===== config.mk =====
export PLATFORM = sky130hd
export DESIGN_NAME = register_port_sequencer
export DESIGN_NICKNAME = d
export VERILOG_FILES = /design/src/rtl/register_port_sequencer.sv
export SDC_FILE = /design/constraint.sdc
export NUM_CORES = 1
export LEC_CHECK = 0
export CAP_MARGIN = 20
export CORE_UTILIZATION = 40
export CTS_CLUSTER_DIAMETER = 30
export CTS_CLUSTER_SIZE = 25
export DETAILED_ROUTE_END_ITERATION = 8
export PLACE_DENSITY = 0.75
export SLEW_MARGIN = 30
export SYNTH_ARGS = -nofsm -noshare
export SYNTH_HDL_FRONTEND = slang
export SYNTH_SLANG_ARGS = --single-unit

===== constraint.sdc =====
create_clock -name CLK -period 1.5 [get_ports CLK]
set_clock_uncertainty 0.05 [all_clocks]
set_input_delay 0.225 -clock CLK [delete_from_list [all_inputs] [get_ports CLK]]
set_output_delay 0.225 -clock CLK [all_outputs]
set_load 0.02 [all_outputs]

===== src/rtl/register_port_sequencer.sv =====
// ============================================================================
// Module      : register_port_sequencer
// Description : Four-phase instruction sequencer that drives enable,
//               write-enable and byte-lane strobes for NPORTS register-file
//               ports. The optional EXECUTE stall is enabled by defining the
//               macro REGSEQ_STALL_EN.
// Revision    : 1.0 - initial release
// ============================================================================
`default_nettype none

module register_port_sequencer #(
  parameter int NPORTS  = 2,
  parameter int LANES   = 2,
  parameter int LANE_AW = 1
) (
  input  logic                  CLK,
  input  logic                  RESET,
  input  logic                  STALL,
  input  logic [2*NPORTS-1:0]   SEQX,
  input  logic [1:0]            BYTEX,
  input  logic [LANE_AW-1:0]    LANE_ADDR,
  output logic                  FETCH,
  output logic                  DECODE,
  output logic                  EXECUTE,
  output logic                  COMMIT,
  output logic [NPORTS-1:0]     PORT_EN,
  output logic [NPORTS-1:0]     PORT_WEN,
  output logic [LANES-1:0]      PORT0_BYTE_EN,
  output logic                  ILLEGAL
);

  typedef enum logic [1:0] {
    PH_FETCH   = 2'd0,
    PH_DECODE  = 2'd1,
    PH_EXECUTE = 2'd2,
    PH_COMMIT  = 2'd3
  } phase_t;

  phase_t                phase_q, phase_d;
  logic [2*NPORTS-1:0]   seq_q, seq_d;
  logic [1:0]            bytex_q, bytex_d;
  logic [LANE_AW-1:0]    lane_q, lane_d;

  logic                  active;
  logic                  in_commit;
  logic [NPORTS-1:0]     reserved;

  always_ff @(posedge CLK or posedge RESET) begin
    if (RESET) begin
      phase_q <= PH_FETCH;
      seq_q   <= '0;
      bytex_q <= '0;
      lane_q  <= '0;
    end else begin
      phase_q <= phase_d;
      seq_q   <= seq_d;
      bytex_q <= bytex_d;
      lane_q  <= lane_d;
    end
  end

`ifndef REGSEQ_STALL_EN
  logic unused_stall;
  assign unused_stall = STALL;
`endif

  always_comb begin
    phase_d = phase_q;
    seq_d   = seq_q;
    bytex_d = bytex_q;
    lane_d  = lane_q;
    case (phase_q)
      PH_FETCH:  phase_d = PH_DECODE;
      PH_DECODE: begin
        // Instruction fields are frozen here for EXECUTE and COMMIT
        phase_d = PH_EXECUTE;
        seq_d   = SEQX;
        bytex_d = BYTEX;
        lane_d  = LANE_ADDR;
      end
      PH_EXECUTE: begin
`ifdef REGSEQ_STALL_EN
        phase_d = STALL ? PH_EXECUTE : PH_COMMIT;
`else
        phase_d = PH_COMMIT;
`endif
      end
      PH_COMMIT: phase_d = PH_FETCH;
      default:   phase_d = PH_FETCH;
    endcase
  end

  assign FETCH     = (phase_q == PH_FETCH);
  assign DECODE    = (phase_q == PH_DECODE);
  assign EXECUTE   = (phase_q == PH_EXECUTE);
  assign COMMIT    = (phase_q == PH_COMMIT);
  assign active    = EXECUTE || COMMIT;
  assign in_commit = COMMIT;

  for (genvar p = 0; p < NPORTS; p++) begin : g_port
    logic [1:0] code;
    assign code        = seq_q[2*p +: 2];
    assign PORT_EN[p]  = active && ((code == 2'b01) || (code == 2'b10));
    assign PORT_WEN[p] = in_commit && (code == 2'b10);
    assign reserved[p] = (code == 2'b11);
  end

  assign ILLEGAL = in_commit && (|reserved);

  always_comb begin
    PORT0_BYTE_EN = '0;
    if (active) begin
      case (seq_q[1:0])
        2'b01: PORT0_BYTE_EN = '1;
        2'b10: begin
          case (bytex_q)
            2'b01: begin
              for (int i = 0; i < LANES; i++)
                PORT0_BYTE_EN[i] = (lane_q == LANE_AW'(i));
            end
            2'b10: begin
              // Half-word only exists with four lanes; otherwise whole word
              if (LANES == 4) begin
                for (int i = 0; i < LANES; i++)
                  PORT0_BYTE_EN[i] = ((i >= 2) == lane_q[LANE_AW-1]);
              end else begin
                PORT0_BYTE_EN = '1;
              end
            end
            default: PORT0_BYTE_EN = '1;
          endcase
        end
        default: PORT0_BYTE_EN = '0;
      endcase
    end
  end

endmodule

`default_nettype wire


==> impl_results.md, run 1 <==
- Syn nets: 67
- Crit path buf inv count: 2
- Post-Synthesis Cells: 48
- Clock slew at reported path FFs: around 60 ps
- CTS Root Cell: clkbuf_4
- Area leader, netlist: dfrtp_1
- Die W: 38.3 µm
- Crit path arrival time: approximately 1600 ps
- VDD IR-drop max: 0.000490 V
- Synth area leaders: dfrtp_1 43%, ha_1 21%, a2111oi_2 5.7%
- CP required: approximately 1200 ps
- Die Area: approximately 0.0015 mm²
- Actual slew at the worst max-slew pin: approximately 360 ps
- Slew Viols, Final: 0
- FF+latch count, synth: 9
- Top cell type's share of synthesized area: ~43%
- Final Setup Violations: 7
- N_diodes: 0
- DR iter-0 viols: 3
- NetSw: roughly 140 µW
- Layout cell share with drive strength beyond 1: 62.4%
- Vias in the first global route: 498
- First-pass GRT wire length: approximately 2200 µm
- Antenna viol nets, final: 0
- RSZ-0062 raised after global routing: true
- Crit-path cells: buf_12 > ha_4 > nor3b_4 > a2111oi_4 > buf_4
- Net Sw Frac: 25.4%
- Startpoint type of the worst setup path: register
- P_int: a little over 400 µW
- Total vias in the final route: between 400 and 500
- Slowest stage delay, CP: around 440 ps
- Non-filler instance count after layout: between 90 and 100
- Buffers added on ports: 19
- P_leak: around 0.47 nW
- Pre-Repair DR Iteration Count: 2
- Clk sinks: 9
- Syn Std Cell Area: between 500 and 600 µm²
- CTS tree: yes
- Wirelength, routed: around 1700 µm
- Setup crit end kind: output pin
- Critical path class: register to output pin
- Hold Fails Final Rpt: 0
- Min-Delay Path Class: input pin to async pin
- Fraction of registers with async set/reset: between 90% and 100%
- CP max stage cell: dfrtp_2
- H-tree depth: 1
- Worst path depth: 5
- Sequential Power Share: ~47%
- Core Area: about 0.0012 mm²
- Detailed placement HPWL: 890 µm
- Worst R2R Path Depth: 4
- Final total power: about 560 µW
- Latest clock arrival within the worst-skew pair: 270 ps
- Clock Path Buffers: 2
- Chip Height: 38.3 µm
- Period utilisation layout: 122%
- Fmax: approximately 550 MHz
- Unique masters post-synth: 14
- Slew HR: between 70% and 80%
- Layout Area Growth over Synthesis: 95.7%
- Outcome: finished, violations left
- Ys Warns: 0
- Post-synthesis sequential area ratio: 42.7%
- Worst setup margin: -330 ps
- Fin util: between 80% and 90%
- Post-synth EDFFs: 0
- Max-cap violation count: 0
- Num CTS Buffers: 3
- Count of nets after finishing: around 110
- Avg Synthesized Cell Area: 11.0 µm²
- Layout filler cell count: 50
- Drt drc: 0
- Critical R2R Launch: phase_q[1]$_DFF_PP0_
- IO Count: 21
- Vias per cell: roughly 5.0
- Min Hold Slack: about 190 ps
- Failing checks: setup timing
- Rows: 12
- Total GRT Usage: about 24%
- Crit-path max FO: 3
- Post-synth top cells: 9 x dfrtp_1, 9 x ha_1, 7 x inv_1
- DP Cell Count: 88
- Total grt overflow: 0
- PwrDens: between 500 and 600 mW/mm²
- Initial antenna violation count: 0
- Final min period: 1830 ps
- Clock group share of total power: between 30% and 40%
- Ys flop type: dfrtp_1
- WL per Instance: 17.2 µm
- Largest net degree at the start of global routing: 12
- Logic pwr share: 18.0%
- Critical Path Start: seq_q[0]$_DFFE_PP0P_
- Initial core utilization: 45.1%
- RD Place Congestion: ~0.63
- Critical path's top delay family: flip-flops
==> per-layer routing <==
metal  global-route usage (%)  routed length (µm)
met1                     20.4                 608
met2                     43.6                 954
met3                     6.40                  54
met4                     24.1                  88
met5                        0                   0
==> power by group through the flow <==
stage	Combinational [mW]	Clock (mW)	Sequential (mW)
after floorplan	0.0359	0	0.263
after global routing	0.107	0.212	0.264
final	0.100	0.192	0.263
after global placement	0.0667	0	0.265
after detailed placement	0.0682	0	0.265
after CTS	0.0883	0.194	0.262
==> layout make-up <==
class / instances / area [µm²] / area share (%)
multi-input combinational: 31 / 394 / 38.1
timing repair buffer: 34 / 340 / 32.9
sequential: 9 / 226 / 21.9
inverter: 7 / 28.8 / 2.78
clock buffer: 4 / 26.3 / 2.54
tap: 14 / 17.5 / 1.69
==> layout by cell type (no fill, tap or decap), drive strengths merged <==
master,Yosys,routed
nand2,4,4
a2111oi,2,2
or2,1,1
clkdlybuf4s50,0,8
o21a,1,1
clkbuf,0,4
buf,1,26
inv,7,7
and2,2,2
dfrtp,9,9
mux2,3,3
o21ai,4,4
ha,9,9
nor2,4,4
nor3b,1,1
==> worst paths after layout <==
path                                          end  slack, ps
max                              PORT0_BYTE_EN[1]       -330
min                            lane_q$_DFFE_PP0P_        190
max reg2reg                  seq_q[3]$_DFFE_PP0P_         60
min reg2reg                bytex_q[0]$_DFFE_PP0P_        490
max in group asynchronous    seq_q[0]$_DFFE_PP0P_        920
min in group CLK           bytex_q[0]$_DFFE_PP0P_        490
==> sequential cells by signal (all words and copies together) (netlist names) <==
register / cells
bytex_q: 2
phase_q: 2
lane_q: 1
seq_q: 4
==> metrics by stage <==
step | area (µm²) | TNS, ps | setup WS, ps
after floorplan | 556 | 0 | 11.9
after global placement | 818 | -2450 | -510
after detailed placement | 818 | -2580 | -571
after CTS | 952 | -1420 | -327
after global routing | 1030 | -1970 | -400
final | 1030 | -1590 | -330
==> cell families (layout without fill, tap and decap cells) <==
kind of cell | count (synthesis) | count (layout) | share of synthesized area [%]
buffers and inverters | 8 | 45 | 5.92
muxes | 3 | 3 | 6.40
AOI/OAI and AO/OA | 7 | 7 | 10.9
DFF | 9 | 9 | 42.7
adders and majority gates | 9 | 9 | 21.3
and+or+nand+nor | 12 | 12 | 12.8
==> what timing repair did <==
item                       in CTS  in global routing
pin swaps                       5                  4
cloned                          0                  0
hold buffers                    0                  0
gates resized for setup        75                 20
setup endpoints to repair      11                 10
buffers inserted                6                  5
(Power assumes the default switching activity.)
==> run 2: changes to the inputs <==
--- a/config.mk
+++ b/config.mk
@@ -11,7 +11,7 @@
 export CTS_CLUSTER_SIZE = 25
 export DETAILED_ROUTE_END_ITERATION = 8
 export PLACE_DENSITY = 0.75
-export SLEW_MARGIN = 30
+export SLEW_MARGIN = 10
 export SYNTH_ARGS = -nofsm -noshare
 export SYNTH_HDL_FRONTEND = slang
 export SYNTH_SLANG_ARGS = --single-unit
==> results of run 2 <==
The final DEF is identical to that of run 1; final timing and power are the same.
